===== src/rtl/cpu_trace_parser.sv =====
// Streaming parser for CPU trace lines such as "^12@00003000: $5 <= 0000000a#".
// One character is consumed per clock. Decoded fields and semantic flags are published when '#' is accepted.
//
// state    | meaning
// ---------+-------------------------------------------------------------
// IDLE     | waiting for '^' to start a line
// TIME     | collecting decimal time digits, '@' ends the field
// PC       | collecting exactly HEX_DIGITS pc digits, ':' ends the field
// COLON_SP | spaces after ':', then '$' (register) or '*' (memory)
// GRF      | collecting decimal register number
// ADDR     | collecting exactly HEX_DIGITS address digits
// DST_SP   | spaces after the destination, waiting for '<'
// LT       | '<' seen, expecting '='
// EQ_SP    | spaces after "<=", first data digit leaves
// DATA     | collecting exactly HEX_DIGITS data digits, '#' ends the line
// DONE     | one-cycle result strobe on format_type
module cpu_trace_parser #(
    parameter int          TIME_DIGITS_MAX = 4,
    parameter int          GRF_DIGITS_MAX  = 4,
    parameter int          HEX_DIGITS      = 8,
    parameter logic [31:0] PC_LO           = 32'h0000_3000,
    parameter logic [31:0] PC_HI           = 32'h0000_6ffc,
    parameter int          CNT_W           = 16
) (
    input  logic             clk,
    input  logic             reset,
    input  logic [7:0]       char,
    output logic [1:0]       format_type,
    output logic [2:0]       sem_err,
    output logic [31:0]      time_val,
    output logic [31:0]      pc_val,
    output logic [31:0]      dst_val,
    output logic [31:0]      data_val,
    output logic [CNT_W-1:0] line_cnt
);

    typedef enum logic [3:0] {
        IDLE,
        TIME,
        PC,
        COLON_SP,
        GRF,
        ADDR,
        DST_SP,
        LT,
        EQ_SP,
        DATA,
        DONE
    } state_t;

    localparam logic [7:0] CH_CARET = 8'h5e;
    localparam logic [7:0] CH_AT    = 8'h40;
    localparam logic [7:0] CH_COLON = 8'h3a;
    localparam logic [7:0] CH_SPACE = 8'h20;
    localparam logic [7:0] CH_DOLL  = 8'h24;
    localparam logic [7:0] CH_STAR  = 8'h2a;
    localparam logic [7:0] CH_LT    = 8'h3c;
    localparam logic [7:0] CH_EQ    = 8'h3d;
    localparam logic [7:0] CH_HASH  = 8'h23;

    localparam logic [7:0] TIME_MAX = 8'(TIME_DIGITS_MAX);
    localparam logic [7:0] GRF_MAX  = 8'(GRF_DIGITS_MAX);
    localparam logic [7:0] HEX_LEN  = 8'(HEX_DIGITS);

    localparam logic [CNT_W-1:0] CNT_FULL = '1;

    state_t      state;
    logic [7:0]  digit_cnt;
    logic [31:0] time_sh;
    logic [31:0] pc_sh;
    logic [31:0] dst_sh;
    logic [31:0] data_sh;
    logic        is_reg;

    logic        is_dec;
    logic        is_hex;
    logic [3:0]  nib;
    logic [31:0] time_dec_next;
    logic [31:0] dst_dec_next;
    logic [31:0] pc_hex_next;
    logic [31:0] dst_hex_next;
    logic [31:0] data_hex_next;
    logic [2:0]  sem_next;
    logic [1:0]  fmt_next;

    // Lowercase a-f only; their low nibble is 1..6, so +9 yields 10..15.
    always_comb begin
        is_dec = (char >= 8'h30) && (char <= 8'h39);
        is_hex = is_dec || ((char >= 8'h61) && (char <= 8'h66));
        nib    = is_dec ? char[3:0] : (char[3:0] + 4'd9);
    end

    always_comb begin
        time_dec_next = (time_sh * 32'd10) + {28'd0, nib};
        dst_dec_next  = (dst_sh * 32'd10) + {28'd0, nib};
        pc_hex_next   = {pc_sh[27:0], nib};
        dst_hex_next  = {dst_sh[27:0], nib};
        data_hex_next = {data_sh[27:0], nib};
    end

    // Shadow registers are final when '#' is sampled, so the flags are ready on that edge.
    always_comb begin
        sem_next    = 3'b000;
        sem_next[0] = (pc_sh < PC_LO) || (pc_sh > PC_HI);
        sem_next[1] = (pc_sh[1:0] != 2'b00) || (!is_reg && (dst_sh[1:0] != 2'b00));
        sem_next[2] = is_reg && (dst_sh > 32'd31);
        if (sem_next != 3'b000) begin
            fmt_next = 2'b11;
        end else if (is_reg) begin
            fmt_next = 2'b01;
        end else begin
            fmt_next = 2'b10;
        end
    end

    always_ff @(posedge clk) begin
        if (reset) begin
            state       <= IDLE;
            digit_cnt   <= 8'd0;
            time_sh     <= 32'd0;
            pc_sh       <= 32'd0;
            dst_sh      <= 32'd0;
            data_sh     <= 32'd0;
            is_reg      <= 1'b0;
            format_type <= 2'b00;
            sem_err     <= 3'b000;
            time_val    <= 32'd0;
            pc_val      <= 32'd0;
            dst_val     <= 32'd0;
            data_val    <= 32'd0;
            line_cnt    <= '0;
        end else begin
            format_type <= 2'b00;
            if (char == CH_CARET) begin
                state     <= TIME;
                digit_cnt <= 8'd0;
                time_sh   <= 32'd0;
                pc_sh     <= 32'd0;
                dst_sh    <= 32'd0;
                data_sh   <= 32'd0;
                is_reg    <= 1'b0;
            end else begin
                case (state)
                    IDLE: begin
                        state <= IDLE;
                    end
                    TIME: begin
                        if (is_dec && (digit_cnt < TIME_MAX)) begin
                            time_sh   <= time_dec_next;
                            digit_cnt <= digit_cnt + 8'd1;
                        end else if ((char == CH_AT) && (digit_cnt != 8'd0)) begin
                            state     <= PC;
                            digit_cnt <= 8'd0;
                        end else begin
                            state <= IDLE;
                        end
                    end
                    PC: begin
                        if (is_hex && (digit_cnt < HEX_LEN)) begin
                            pc_sh     <= pc_hex_next;
                            digit_cnt <= digit_cnt + 8'd1;
                        end else if ((char == CH_COLON) && (digit_cnt == HEX_LEN)) begin
                            state <= COLON_SP;
                        end else begin
                            state <= IDLE;
                        end
                    end
                    COLON_SP: begin
                        digit_cnt <= 8'd0;
                        if (char == CH_SPACE) begin
                            state <= COLON_SP;
                        end else if (char == CH_DOLL) begin
                            state  <= GRF;
                            is_reg <= 1'b1;
                        end else if (char == CH_STAR) begin
                            state  <= ADDR;
                            is_reg <= 1'b0;
                        end else begin
                            state <= IDLE;
                        end
                    end
                    GRF: begin
                        if (is_dec && (digit_cnt < GRF_MAX)) begin
                            dst_sh    <= dst_dec_next;
                            digit_cnt <= digit_cnt + 8'd1;
                        end else if ((char == CH_SPACE) && (digit_cnt != 8'd0)) begin
                            state <= DST_SP;
                        end else if ((char == CH_LT) && (digit_cnt != 8'd0)) begin
                            state <= LT;
                        end else begin
                            state <= IDLE;
                        end
                    end
                    ADDR: begin
                        if (is_hex && (digit_cnt < HEX_LEN)) begin
                            dst_sh    <= dst_hex_next;
                            digit_cnt <= digit_cnt + 8'd1;
                        end else if ((char == CH_SPACE) && (digit_cnt == HEX_LEN)) begin
                            state <= DST_SP;
                        end else if ((char == CH_LT) && (digit_cnt == HEX_LEN)) begin
                            state <= LT;
                        end else begin
                            state <= IDLE;
                        end
                    end
                    DST_SP: begin
                        if (char == CH_SPACE) begin
                            state <= DST_SP;
                        end else if (char == CH_LT) begin
                            state <= LT;
                        end else begin
                            state <= IDLE;
                        end
                    end
                    LT: begin
                        state     <= (char == CH_EQ) ? EQ_SP : IDLE;
                        digit_cnt <= 8'd0;
                    end
                    EQ_SP: begin
                        if (char == CH_SPACE) begin
                            state <= EQ_SP;
                        end else if (is_hex) begin
                            state     <= DATA;
                            data_sh   <= data_hex_next;
                            digit_cnt <= 8'd1;
                        end else begin
                            state <= IDLE;
                        end
                    end
                    DATA: begin
                        if (is_hex && (digit_cnt < HEX_LEN)) begin
                            data_sh   <= data_hex_next;
                            digit_cnt <= digit_cnt + 8'd1;
                        end else if ((char == CH_HASH) && (digit_cnt == HEX_LEN)) begin
                            state       <= DONE;
                            format_type <= fmt_next;
                            sem_err     <= sem_next;
                            time_val    <= time_sh;
                            pc_val      <= pc_sh;
                            dst_val     <= dst_sh;
                            data_val    <= data_sh;
                            if ((fmt_next != 2'b11) && (line_cnt != CNT_FULL)) begin
                                line_cnt <= line_cnt + 1'b1;
                            end
                        end else begin
                            state <= IDLE;
                        end
                    end
                    DONE: begin
                        state <= IDLE;
                    end
                    default: begin
                        state <= IDLE;
                    end
                endcase
            end
        end
    end

endmodule

===== config.mk =====
export PLATFORM = sky130hd
export DESIGN_NAME = cpu_trace_parser
export DESIGN_NICKNAME = d
export VERILOG_FILES = /design/src/rtl/cpu_trace_parser.sv
export SDC_FILE = /design/constraint.sdc
export NUM_CORES = 1
export LEC_CHECK = 0
export CAP_MARGIN = 10
export CORE_ASPECT_RATIO = 1.5
export CORE_MARGIN = 10
export CORE_UTILIZATION = 44
export DETAILED_ROUTE_END_ITERATION = 8
export MAX_ROUTING_LAYER = met4
export PLACE_DENSITY_LB_ADDON = 0.3
export SLEW_MARGIN = 0
export SYNTH_ARGS = -nofsm -noshare
export SYNTH_HDL_FRONTEND = slang
export SYNTH_SLANG_ARGS = --single-unit

===== constraint.sdc =====
create_clock -name clk -period 12.59 [get_ports clk]
set_clock_uncertainty 0.1 [all_clocks]
set_input_delay 1.8885 -clock clk [delete_from_list [all_inputs] [get_ports clk]]
set_output_delay 1.8885 -clock clk [all_outputs]
set_load 0.1 [all_outputs]

# Word-level counts from Yosys, hierarchy flattened
# Cells that the tools add are included.
[word_totals]
register_bits = 290
in_bits = 10
wordCells = 155
[op_classes]
n_addsub = 5
n_mul = 2
order_cmp = 9
eq_ne = 38
muxes = 41
bitwise = 5
n_reduce_logical = 40
[op_table]
columns = ["cell", "count"]
rows = [
  ["$mux W32", 5],
  ["$pmux W32 S2", 2],
  ["$add A32 B4 Y32", 2],
  ["$mul A32 B3 Y31 const B", 2],
  ["$eq A8 B6 Y1 const B", 7],
  ["$mux W8", 6],
  ["$mux W4", 10],
  ["$pmux W8 S5", 1],
  ["$pmux W4 S9", 1],
  ["$gt A32 B15 Y1 const B", 1],
  ["$gt A32 B5 Y1 const B", 1],
  ["$lt A32 B14 Y1 const B", 1],
  ["$mux W3", 9],
  ["$ne A2 B2 Y1 const B", 11],
  ["$ne A3 B3 Y1 const B", 6],
  ["$add A16 B1 Y16 const B", 1],
  ["$eq A4 B3 Y1 const B", 4],
  ["$eq A8 B7 Y1 const B", 2],
  ["$ne A16 B16 Y1 const B", 1],
  ["$reduce_and A5 Y1", 3],
  ["$logic_and A1 B1 Y1", 14],
  ["$reduce_bool A2 Y1", 5],
  ["$add A8 B1 Y8 const B", 1],
  ["$eq A4 B2 Y1 const B", 2],
  ["26 further kinds", 42],
]

# Logic depth before layout (Yosys ltp)
[depth]
depth_word = 8
depth_mapped = 20
mapped_depth_nobuf = 20

# Least setup slack after synthesis
# OpenSTA, ideal clock, no wires.
[synth_timing]
path_type = "in2reg"
start = "input char[0]"
end = "register time_sh[30]"
t_arrival_ps = 5339
required_time_ps = 12404
path_slack_ps = 7066
path_stages = 19
n_path_buf = 0
path_cell_list = "inv_1 -> ha_1 -> nor2_1 -> o21ai_0 -> nand2_1 -> nand2_1 -> xor2_1 -> inv_1 -> ha_1 -> a21o_1 -> a21oi_1 -> nor4b_1 -> nand2_1 -> nor4_2 -> and4_1 -> nor4b_4 -> nand4_1 -> xnor2_1 -> a211oi_1"
[synth_between]
elab_chain_cells = 4
elab_cells_between_ends = 10
cone_classes = "add/sub (2); order compare (2); eq/ne (1); mux (1); reduce/logical (4)"
[synth_rtl]
columns = ["element", "line_no", "text"]
rows = [
  ["start, declared", "27", "input logic [7:0] char,"],
  ["$ge A8 B6 Y1 / $le A8 B6 Y1 (equally long branches)", "88", "is_dec = (char >= 8'h30) && (char <= 8'h39);"],
  ["$logic_and A1 B1 Y1", "88", ""],
  ["$mux W4 *", "90", "nib = is_dec ? char[3:0] : (char[3:0] + 4'd9);"],
  ["net nib[2]", "77", "logic [3:0] nib;"],
  ["$add A32 B4 Y32 *", "94", "time_dec_next = (time_sh * 32'd10) + {28'd0, nib};"],
  ["end signal, assigned", "149", "time_sh <= time_dec_next;"],
  ["end, declared", "69", "logic [31:0] time_sh;"],
]
# The timed path passes the listed nets; every way through them passes the cells marked *.
# A chain may end at the register's enable or synchronous reset.

# Final worst setup path
# Same ends and word-level chain as after synthesis.

==> summary.md <==
Summing all placed instances gives a cell area of 0.0180 mm^2. Post-CTS timing repair inserted 0 buffers for setup. The actual slew at the worst max-slew pin is 1.16 ns. At the later pin of the worst-skew pair, clock insertion delay measures 0.58 ns. The flow ran to the end, and the final reports show no timing, DRC or antenna violations.

Sequential cells were found to cover 35.8% of the synthesized design area. For the filler-free cell count of the finished design, the log shows 2688. For this design the total switching power over the nets is 410 uW. The run gives 1 as the initial antenna violation count. In the final layout, flip-flops and latches occupy 0.00581 mm^2. Dividing total power by cell area gives a power density of 98.9 mW/mm^2. Data on the critical path arrives at its endpoint at 6.56 ns.

After detailed routing, the wire length on met1 is 19.4 mm. Leaving out fill and tap cells, the most frequent cell in the layout is sky130_fd_sc_hd__nand2_1. Most prevalent standard cell on the critical path: sky130_fd_sc_hd__nand2_1. The horizontal extent of the die was 177 um.

The worst setup path is captured at a register. The H-tree depth reported by CTS is 1, and the number of iterations in the first detailed-routing pass is 5. Wire segments on met3 add up to 1.91 mm in the final route. Number of nets at the end of the flow: 2318. Entering global routing, the biggest net connects 103 pins. The quantity of gates resized following cts is 0, and the fraction of registers with async set or reset after synthesis is 0%.

For the leakage power, the log shows 0.00704 uW. For the placer's final routability congestion estimate, the log shows 0.893. The shortest clock period the worst path allows after layout was 6.18 ns. The logs give 0 for the remaining routing DRC violations and 0 for the overall overflow remaining after global route. The area of the multi-input gates came out at 0.00987 mm^2. For the post-synthesis cell area, the log shows 0.0162 mm^2. The clock tree root buffer cell is sky130_fd_sc_hd__clkbuf_16.

The switching share of power was 21.8%; the share of total power in the clock network was 49.5%. Leaving out fill and tap cells, the most frequent cells in the layout are 516 x sky130_fd_sc_hd__nand2_1, 299 x sky130_fd_sc_hd__a21oi_1, 290 x sky130_fd_sc_hd__dfxtp_1, 157 x sky130_fd_sc_hd__clkdlybuf4s50_1. The CTS clock-pin slew for the worst setup and hold paths works out to 0.06 ns. The routed design has 46.6 mm of wire. Cells with a size suffix above 1 make up 4.54% of the layout.

The post-detailed-placement half-perimeter wirelength was 33.9 mm. Setup violations remaining at the end of the flow were counted as 0. Row generation in the floorplan step produced 86 rows. The register bit total from synthesis works out to 290. The layout has 3560 filler cells. TritonCTS built the clock tree. Final hold analysis gives a worst-case slack of 0.348 ns. Synthesis handed over a netlist of 2098 instances. The count of pins over their slew limit is 0, and the starting density of the core is 44.3%.

For the global-route total usage across every layer, the log shows 20.5%. The logs give 1480 uW for the internal power consumption and 0 for the number of warning messages in the yosys log. The starting DRC count in detailed routing came out at 1011. Across all layers, the routed design uses 15000 vias. Dividing the synthesized area by the synthesized cell count gives 7.72 um^2. The first global-routing pass estimated 75.3 mm of wire. The quantity of I/O buffers inserted on ports is 158. Traced cell by cell, the critical path runs through clkdlybuf4s50_1 -> inv_1 -> ha_1 -> nor2_1 -> o21ai_0 -> nand2_1 -> nand2_1 -> xor2_1 -> inv_1 -> ha_1 -> a21o_1 -> a21oi_1 -> nor4b_1 -> nand2_1 -> nor4_2 -> and4_1 -> nor4b_4 -> nand4_1 -> xnor2_1 -> a211oi_1. The number of vias per cell is 5.59, and the highest achievable clock rate is 162 MHz. Among all flip-flop cells after synthesis, the most frequent one is sky130_fd_sc_hd__dfxtp_1. The number of failing hold endpoints at the final stage is 0.

In the detailed route, the total length drawn on met2 is 23.9 mm. The kind of start point of the critical path was an input port. Number of top-level pins: 159. Along the worst path, the maximum fanout reaches 6. Compared with the post-synthesis result, the final layout area differs by 17.7%.

The tree built by TritonCTS fans out to 290 sinks. Max-cap violations in this run came to 0. The number of global-route vias before repair was 14700.

The path type of the worst min-delay path was reg2reg. The worst path uses 49.1% of the clock period. The finished cells cover 0.0191 mm^2. Across the VDD grid, the largest voltage drop is 0.100 mV. Clock tree synthesis inserted a total of 29 buffers. Counting flops with a built-in enable in the synthesized netlist gives 0. The library cell contributing the largest single delay on the critical path was sky130_fd_sc_hd__clkdlybuf4s50_1.

The highest metal layer carrying signal wires in the routed design is met4. The netlist uses 79 different library cells. Synthesis produced a netlist with a net count of 2236. The logs give 0.0366 mm^2 for the core area and 1.9% for the combinational cell fraction of total power.

For the area enclosed by the die boundary, the log shows 0.0450 mm^2. For this run, the slowest stage of the critical path takes 0.49 ns. No sink is reached through more buffers than the 3 on the longest clock path.

Worst slew margin relative to its limit: 22.3%. The critical path is of the in2reg type. Adding up every negative setup slack in the final design gives 0 ns. For this design, the CTS-stage hold fixing added 0 buffers.

Setup repair after global routing left no endpoint under its margin. Of the total power, registers draw 48.6%. The post-detailed-route wirelength per cell works out to 17.3 um. The height of the chip is 255 um, and the data required time of the critical path is 12.98 ns. In this run, placement finished with an instance count of 2633. The number of nets with antenna violations after detailed routing is 0.
[metrics by stage]
step / total power (uW) / setup slack, ns / util (%)
floorplan: 961 / 7.07 / -
global placement: 973 / 5.96 / 49.3
detailed placement: 974 / 5.81 / 49.3
CTS: 1900 / 6.42 / 52.1
global route: 1940 / 5.89 / 52.1
finish: 1890 / 6.41 / 52.1
[kinds of logic after synthesis]
group / synth area share [%]
flops: 35.8
buf+inv: 3.49
simple gates: 24.8
fa+ha+maj: 10.1
compound gates: 19.2
mux: 0.317
xor+xnor: 6.28
[Yosys cell counts (all sizes together), types with 14 or more instances]
master / n / share of area, %
a211oi: 39 / 1.9
a21o: 21 / 0.97
a21oi: 302 / 9.4
and2: 14 / 0.54
and3: 19 / 0.73
buf: 16 / 0.48
clkbuf: 101 / 2.3
dfxtp: 290 / 36
ha: 124 / 9.6
inv: 29 / 0.67
nand2: 517 / 12
nand3: 51 / 1.6
nand4: 33 / 1.3
nor2: 126 / 2.9
nor3: 41 / 1.3
nor4: 20 / 1.0
o211ai: 25 / 1.2
o21ai: 64 / 2.0
or3: 18 / 0.73
xnor2: 69 / 3.8
xor2: 42 / 2.4
[final timing paths]
kind	start	to	slack (ns)	depth (start not counted)
setup / recovery	char[0]	time_sh[30]$_SDFFE_PP0P_	6.41	20
hold / removal	data_val[28]$_SDFFE_PP0P_	data_val[28]$_SDFFE_PP0P_	0.35	2
setup reg to reg	dst_sh[1]$_SDFFE_PP0P_	dst_sh[31]$_SDFFE_PP0P_	7.76	14
hold reg to reg	data_val[28]$_SDFFE_PP0P_	data_val[28]$_SDFFE_PP0P_	0.35	2
[power by group through the flow]
stage / Combinational, uW / Clock (uW) / Sequential, uW
final: 35.7 / 933 / 917
after CTS: 35.7 / 952 / 917
after detailed placement: 35.6 / 0 / 938
after global placement: 34.9 / 0 / 938
after floorplan: 23.5 / 0 / 938
after global routing: 38.9 / 987 / 917
[routing by layer]
metal  global-route usage [%]  vias up
li1                         -     7485
met1                     23.5     7122
met2                     36.3      329
met3                     2.27       86
met4                     6.89        0
met5                        -        -
[worst max-delay path, delay by kind of cell]
| family | cells | cell delay, ns |
|---|---|---|
| AOI/OAI and AO/OA | 4 | 0.64 |
| xor gates and xnor gates | 2 | 0.43 |
| and+or+nand+nor | 9 | 2.18 |
| buffers and inverters | 3 | 0.89 |
| adders and majority gates | 2 | 0.52 |
[final cells by class]
class | instances | share of cell area, %
Antenna cell | 1 | 0.0131
Timing Repair Buffer | 168 | 8.67
Multi-Input combinational cell | 1662 | 51.7
Inverter | 29 | 0.571
Clock inverter | 12 | 0.958
Clock buffer | 42 | 4.43
Tap cell | 484 | 3.18
Sequential cell | 290 | 30.4
No activity file was read; power rests on OpenSTA's default activity.
